[config.mk]
export PLATFORM = sky130hd
export DESIGN_NAME = fetch_unit
export DESIGN_NICKNAME = d
export VERILOG_FILES = /design/src/rtl/fetch_unit.sv
export SDC_FILE = /design/constraint.sdc
export NUM_CORES = 1
export LEC_CHECK = 0
export ABC_AREA = 0
export BUFFER_PORTS_ARGS = -buffer_cell sky130_fd_sc_hd__buf_2
export CAP_MARGIN = 30
export CORE_AREA = 2 2 98 100
export CTS_CLUSTER_SIZE = 8
export DETAILED_ROUTE_END_ITERATION = 7
export DIE_AREA = 0 0 100 102
export PLACE_DENSITY = 0.8
export SLEW_MARGIN = 20
export SYNTH_ARGS = -nofsm -noshare
export SYNTH_HDL_FRONTEND = slang
export SYNTH_SLANG_ARGS = --single-unit
[constraint.sdc]
create_clock -name CLK -period 2.9 [get_ports CLK]
set_input_delay 0.145 -clock CLK [delete_from_list [all_inputs] [get_ports CLK]]
set_output_delay 0.145 -clock CLK [all_outputs]
set_load 0.005 [all_outputs]
[src/rtl/fetch_unit.sv]
// fetch_unit: instruction-fetch stage of the pipelined MIPS core.
// Owns the PC, issues word reads to the icache, and drives the IF/DC
// latch inputs (npc, instruction, enable). A hit that lands while decode
// is stalled is parked in a one-entry hold buffer. Branch/jump redirects
// arrive on flush/redirect_pc; halt freezes fetch until reset.
module fetch_unit #(
  parameter logic [31:0] PC_INIT = 32'h0000_0000
) (
  input  logic        CLK,
  input  logic        RST,
  input  logic        ihit,
  input  logic [31:0] imemload,
  output logic        imemREN,
  output logic [31:0] imemaddr,
  input  logic        stall,
  input  logic        flush,
  input  logic [31:0] redirect_pc,
  input  logic        halt,
  output logic [31:0] npc_o,
  output logic [31:0] instr_o,
  output logic        valid_o,
  output logic        en_o
);

  typedef enum logic [1:0] {
    FETCH  = 2'd0,
    HOLD   = 2'd1,
    HALTED = 2'd2
  } state_t;

  state_t      state;
  logic [31:0] pc;
  logic [31:0] buf_instr;
  logic [31:0] pc_plus4;

  // Wraps modulo 2^32, so 0xFFFF_FFFC steps to 0.
  assign pc_plus4 = pc + 32'd4;

  // PC, hold buffer and FSM; priority is reset, halt, flush, then normal flow.
  always_ff @(posedge CLK) begin
    // NOTE: sequential state uses non-blocking assignments so every register
    // samples pre-edge values, independent of statement order.
    if (RST) begin
      pc        <= PC_INIT;
      state     <= FETCH;
      // NOTE: the one-entry buffer is an ordinary register, not a memory, so
      // clearing it on reset costs nothing and keeps its contents defined.
      buf_instr <= 32'h0;
    end else if (state == HALTED) begin
      // Only reset leaves HALTED; flush and halt are ignored here.
      state <= HALTED;
    end else if (halt) begin
      state <= HALTED;
    end else if (flush) begin
      // Redirect keeps redirect_pc[1:0]; the address bus masks them off.
      pc    <= redirect_pc;
      state <= FETCH;
    end else begin
      unique case (state)
        FETCH: begin
          if (ihit && !stall) begin
            pc <= pc_plus4;
          end else if (ihit && stall) begin
            buf_instr <= imemload;
            state     <= HOLD;
          end
        end
        HOLD: begin
          if (!stall) begin
            pc    <= pc_plus4;
            state <= FETCH;
          end
        end
        default: state <= HALTED;
      endcase
    end
  end

  // Latch-side outputs are combinational from ihit/imemload for zero-cycle delivery.
  always_comb begin
    // NOTE: every output gets a default first so no path through the
    // branches below leaves one unassigned and infers a latch.
    imemREN  = 1'b0;
    imemaddr = 32'h0;
    instr_o  = 32'h0;
    npc_o    = 32'h0;
    valid_o  = 1'b0;
    en_o     = 1'b0;
    if (!RST) begin
      imemREN  = (state == FETCH);
      imemaddr = {pc[31:2], 2'b00};
      en_o     = flush | ~stall;
      // Bubble values unless a real delivery happens below.
      npc_o    = pc;
      if (!halt && !flush) begin
        if (state == FETCH && ihit && !stall) begin
          instr_o = imemload;
          npc_o   = pc_plus4;
          valid_o = 1'b1;
        end else if (state == HOLD && !stall) begin
          instr_o = buf_instr;
          npc_o   = pc_plus4;
          valid_o = 1'b1;
        end
      end
    end
  end

endmodule
Yosys cells after proc, flatten, opt, wreduce, memory -nomap -nowiden. Index checks and enable logic that the tools add are counted.

Order comparisons: 0. $add $sub $neg: 1. Reductions and logical operators: 16. Bitwise operators: 6. Equality and inequality tests: 10. Multiplexer cells: 26. Multiply operators: 0. Shift operators: 0. Divide/modulo/power cells: 0.

Operators by type and width (number): $mux W32 (12); $pmux W32 S2 (1); $add A32 B3 Y32 const B (1); $ne A5 B5 Y1 const B (3); $mux W2 (6); $logic_and A1 B1 Y1 (6); $mux W1 (6); $ne A2 B2 Y1 const B (3); $ne A3 B3 Y1 const B (2); $reduce_and A3 Y1 (2); $reduce_and A6 Y1 (1); $not A1 Y1 (5); $reduce_and A5 Y1 (1); $pmux W2 S2 (1); $reduce_or A4 Y1 (1); $logic_not A1 Y1 (3); $reduce_bool A3 Y1 (1); $eq A2 B1 Y1 const B (1); $eq A2 B2 Y1 const B (1); $logic_not A2 Y1 (1); $or A1 B1 Y1 (1).

Flip-flop bits (word level): 66. Bits in writable memories: 0. Bits of input ports: 70. Output and inout bits: 99. Latch bits: 0. Bits in read-only memories: 0. Memories: 0. Word-level logic and storage cells: 63.

Longest topological paths before layout.
Depth in word-level cells: 7. Gate-level depth with buffers: 8. Mapped depth without buffers: 6.

Least setup slack after synthesis. No wires, ideal clock.

Path type: reg-to-output. Start point: register pc[2]. End point: output npc_o[30]. Data arrival time: 2017 ps. Data required time: 2755 ps. Path buffers: 0. Setup slack: 738 ps. Stages on the path, launching flop included: 7. Cells stage by stage: dfxtp_1 ha_1 nand4_1 nor4_2 nand4_1 or3_1 a21oi_1.

Word-level cells in the longest chain between the ends: 5.

RTL lines: from (decl) (line 32) `logic [31:0] pc;`; from (signal assigned) (line 56) `pc <= redirect_pc;`; from (signal assigned) (line 62) `pc <= pc_plus4;`; from (signal assigned) (line 70) `pc <= pc_plus4;`; $add A32 B3 Y32 * (line 37) `assign pc_plus4 = pc + 32'd4;`; $mux W32 (line 100) `end else if (state == HOLD && !stall) begin`; $mux W32 * (line 96) `if (state == FETCH && ihit && !stall) begin`; $mux W32 * (line 95) `if (!halt && !flush) begin`; $mux W32 * (line 89) `if (!RST) begin`; to (decl) (line 19) `output logic [31:0] npc_o,`.

Every way passes the cells marked *; elsewhere a longest branch is shown, timed or not.

Final worst setup path.
Start point: register pc[6]. End point: output npc_o[27].

Same word-level chain as after synthesis.

==> impl_metrics.yaml <==
layout:
  antenna_cells: 0
  n_fill_cell: 853
  post-route-cell-area_um2: 5510
  fin_cells: 884
  drive_gt1_frac: 0.279
  fin_nets: 839
  synthToLayoutAreaGrowth_pct: 23.8
sta:
  max_slew_margin: 0.526
  drv_slew: 0
  tightest_slew_ps: 711
  rsz0062_at_grt: "false"
  final.period_utilization: 0.951
  finalSetupTns_ps: 0
  period_needed_ps: 2760
  hold_viol: 0
  setup_ws_ps: 141
  fmax_mhz: 362
  setup_viol: 0
  skew_ps: 14.5
setup_path:
  critPathLaunch: "pc[6]$_SDFFE_PP0P_"
  r2r_setup_slack_ps: 610
  crit_path_start_kind: "flop"
  critPathCaptureType: "output port"
  crit_arrival_ps: 2610
  worstReg2RegStart: "pc[6]$_SDFFE_PP0P_"
  cp.required_ps: 2760
  critPathMaxFanout: 12
  reg2reg_to: "pc[29]$_SDFFE_PP0P_"
  rr_worst_depth: 6
  critPathKind: "reg -> out"
synth:
  ys_types: 60
  synth_xor_xnor_area_share: 0.0157
  synth-main-ff-cell: "dfxtp_1"
  synth_edf_count: 0
  synth.avg_cell_area_um2: 6.98
  synth_top_family_by_area: "compound AO/OA/AOI/OAI gates"
  yosys_register_bits: 66
  synthSimpleGateAreaFrac: 0.305
  synth_compound_area_frac: 0.305
  synthMuxAreaShare: 0.00675
  yosysWarnings: 0
  ys_seq_area_frac: 0.297
  synthAdderAreaFrac: 0.00281
  async_flop_share: 0
  synth_area_um2: 4450
  syn-instance-count: 638
global_route:
  gr-total-overflow: 0
  grt_max_degree: 71
  grt_pass1_wl_um: 22700
  antenna_found_initial: 0
  grt_pass1_vias: 4883
  grt_usage: 0.270
cts:
  clock_latency_ps: 360
  h-tree-depth: 3
  cts.sinks: 66
  clkTransAtPathRegs_ps: 90
  cts_tree: "done"
  holdBufCountCts: 0
  cts_buffer_depth: 2
  numCtsBuffers: 9
  cts-root-buf: "clkbuf_8"
floorplan:
  fp.dieW_um: 100
  coreArea_um2: 9110
  initial_core_util: 0.489
  num_io_pins: 169
  rows: 35
  die_height_um: 102
  die_area_um2: 10200
route:
  drc: 0
  wl_um: 14100
  drt-wirelength-per-cell_um: 16.0
  vias: 5392
  firstDrtPassIters: 5
  avgViaCountPerCell: 6.10
  drtIter0Drc: 397
  ant_nets: 0
outcome:
  status: "completed"
min_path:
  hp-class: "in -> reg"
  min_from: "imemload[19]"
  min_to: "buf_instr[19]$_SDFFE_PP0P_"
  whs_path_depth: 3
placed_design:
  portBuffers: 166
  gp_congestion: 0.907
  dp_worst_setup_slack_ps: 380
  placed_cell_area_um2: 5290
  placed_cells: 867
  dpl.hpwl_um: 9940
power_and_ir_drop:
  ir_drop_uv: 288
  power_density_nw_per_um2: 385
  p_leak_nw: 2.24
job:
  maxCapViolations: 0
==> worst max-delay path, cell delays in order, from the launching register on <==
cell	delay, ps
dfxtp_1	580
nand4_1	350
nor4_4	220
buf_4	190
nand3_1	220
or3_1	430
a21oi_1	140
buf_2	130
==> cells in the mapped netlist (6+ instances only) <==
master | number | share of area
a21oi_1 | 70 | 0.079
a22oi_1 | 47 | 0.079
a311oi_1 | 10 | 0.020
and3_1 | 11 | 0.015
buf_2 | 10 | 0.011
clkbuf_1 | 47 | 0.040
dfxtp_1 | 66 | 0.30
nand2_1 | 90 | 0.076
nand3_1 | 10 | 0.011
nand4_1 | 16 | 0.022
nor2_1 | 86 | 0.073
nor2b_1 | 30 | 0.042
nor3_1 | 6 | 0.0067
o21ai_0 | 28 | 0.031
o31ai_1 | 11 | 0.019
or3_1 | 8 | 0.011
==> per-layer routing <==
metal,share of wire,GRT usage,wire (µm),up-vias
met5,0,0,0,-
met3,0.085,0.0616,1200,35
met4,0.029,0.116,404,0
met1,0.41,0.343,5730,2526
met2,0.48,0.445,6800,262
li1,-,-,-,2569
==> layout by cell type (no fill, tap or decap), types with 5 or more instances in the layout <==
cell type and n:
xor2_1 5, a311oi_1 10, or3_1 8, a31oi_1 5
o31ai_1 11, inv_1 5, a211oi_1 5, a21oi_1 70
a22oi_1 47, nor2b_1 30, nor3_1 6, and3_1 11
buf_4 19, buf_2 165, o21ai_0 28, clkbuf_8 9
nand3_1 10, dfxtp_1 64, nand4_1 16, nand2_1 90
nor2_1 84
==> power by group <==
part | leakage [nW] | total, mW | switching (mW) | internal (mW)
sequential | 0.536 | 0.972 | 0.0392 | 0.933
combinational | 1.61 | 0.311 | 0.179 | 0.132
clock | 0.101 | 0.837 | 0.426 | 0.411
==> what timing repair did <==
| item | 4_1_cts | 5_1_grt |
|---|---|---|
| setup endpoints to repair | 1 | 8 |
| buffers inserted | 1 | 0 |
| gates resized for setup | 0 | 4 |
| gates cloned | 0 | 0 |
==> worst max-delay path by stage <==
stage	endpoint	slack (ps)	cells after the start
after CTS	npc_o[17]	60	6
after detailed placement	npc_o[30]	380	8
after global placement	npc_o[30]	480	8
after floorplan	npc_o[30]	740	6
after global routing	npc_o[27]	8	7
final	npc_o[27]	140	7
==> state kept, by name, summed over array words and instances, names as in the netlist <==
name       cells
state          2
pc            32
buf_instr     32
==> cell type report <==
cell class / instances / area (µm²) / share of cell area
Clock buffer: 9 / 124 / 0.0225
Clock inverter: 7 / 81.3 / 0.0148
Inverter: 6 / 22.5 / 0.00409
Multi-Input combinational cell: 501 / 2850 / 0.517
Sequential cell: 66 / 1320 / 0.240
Tap cell: 111 / 139 / 0.0252
Timing Repair Buffer: 184 / 968 / 0.176
==> stage by stage <==
step	total power, mW	utilization	hold slack, ps
detailed placement	1.30	0.580	392
finish	2.12	0.605	20.2
global placement	1.29	0.580	381
floorplan	1.17	-	262
global route	2.21	0.605	16.4
CTS	2.13	0.604	3.73
==> logic make-up after synthesis <==
group	Yosys count
AO/OA/AOI/OAI	207
multiplexers	3
adder cells (fa/ha/maj)	1
other	1
buffers and inverters	72
flip-flops	66
XOR/XNOR	8
AND/OR/NAND/NOR	280
No activity file was read; power rests on OpenSTA's default activity.
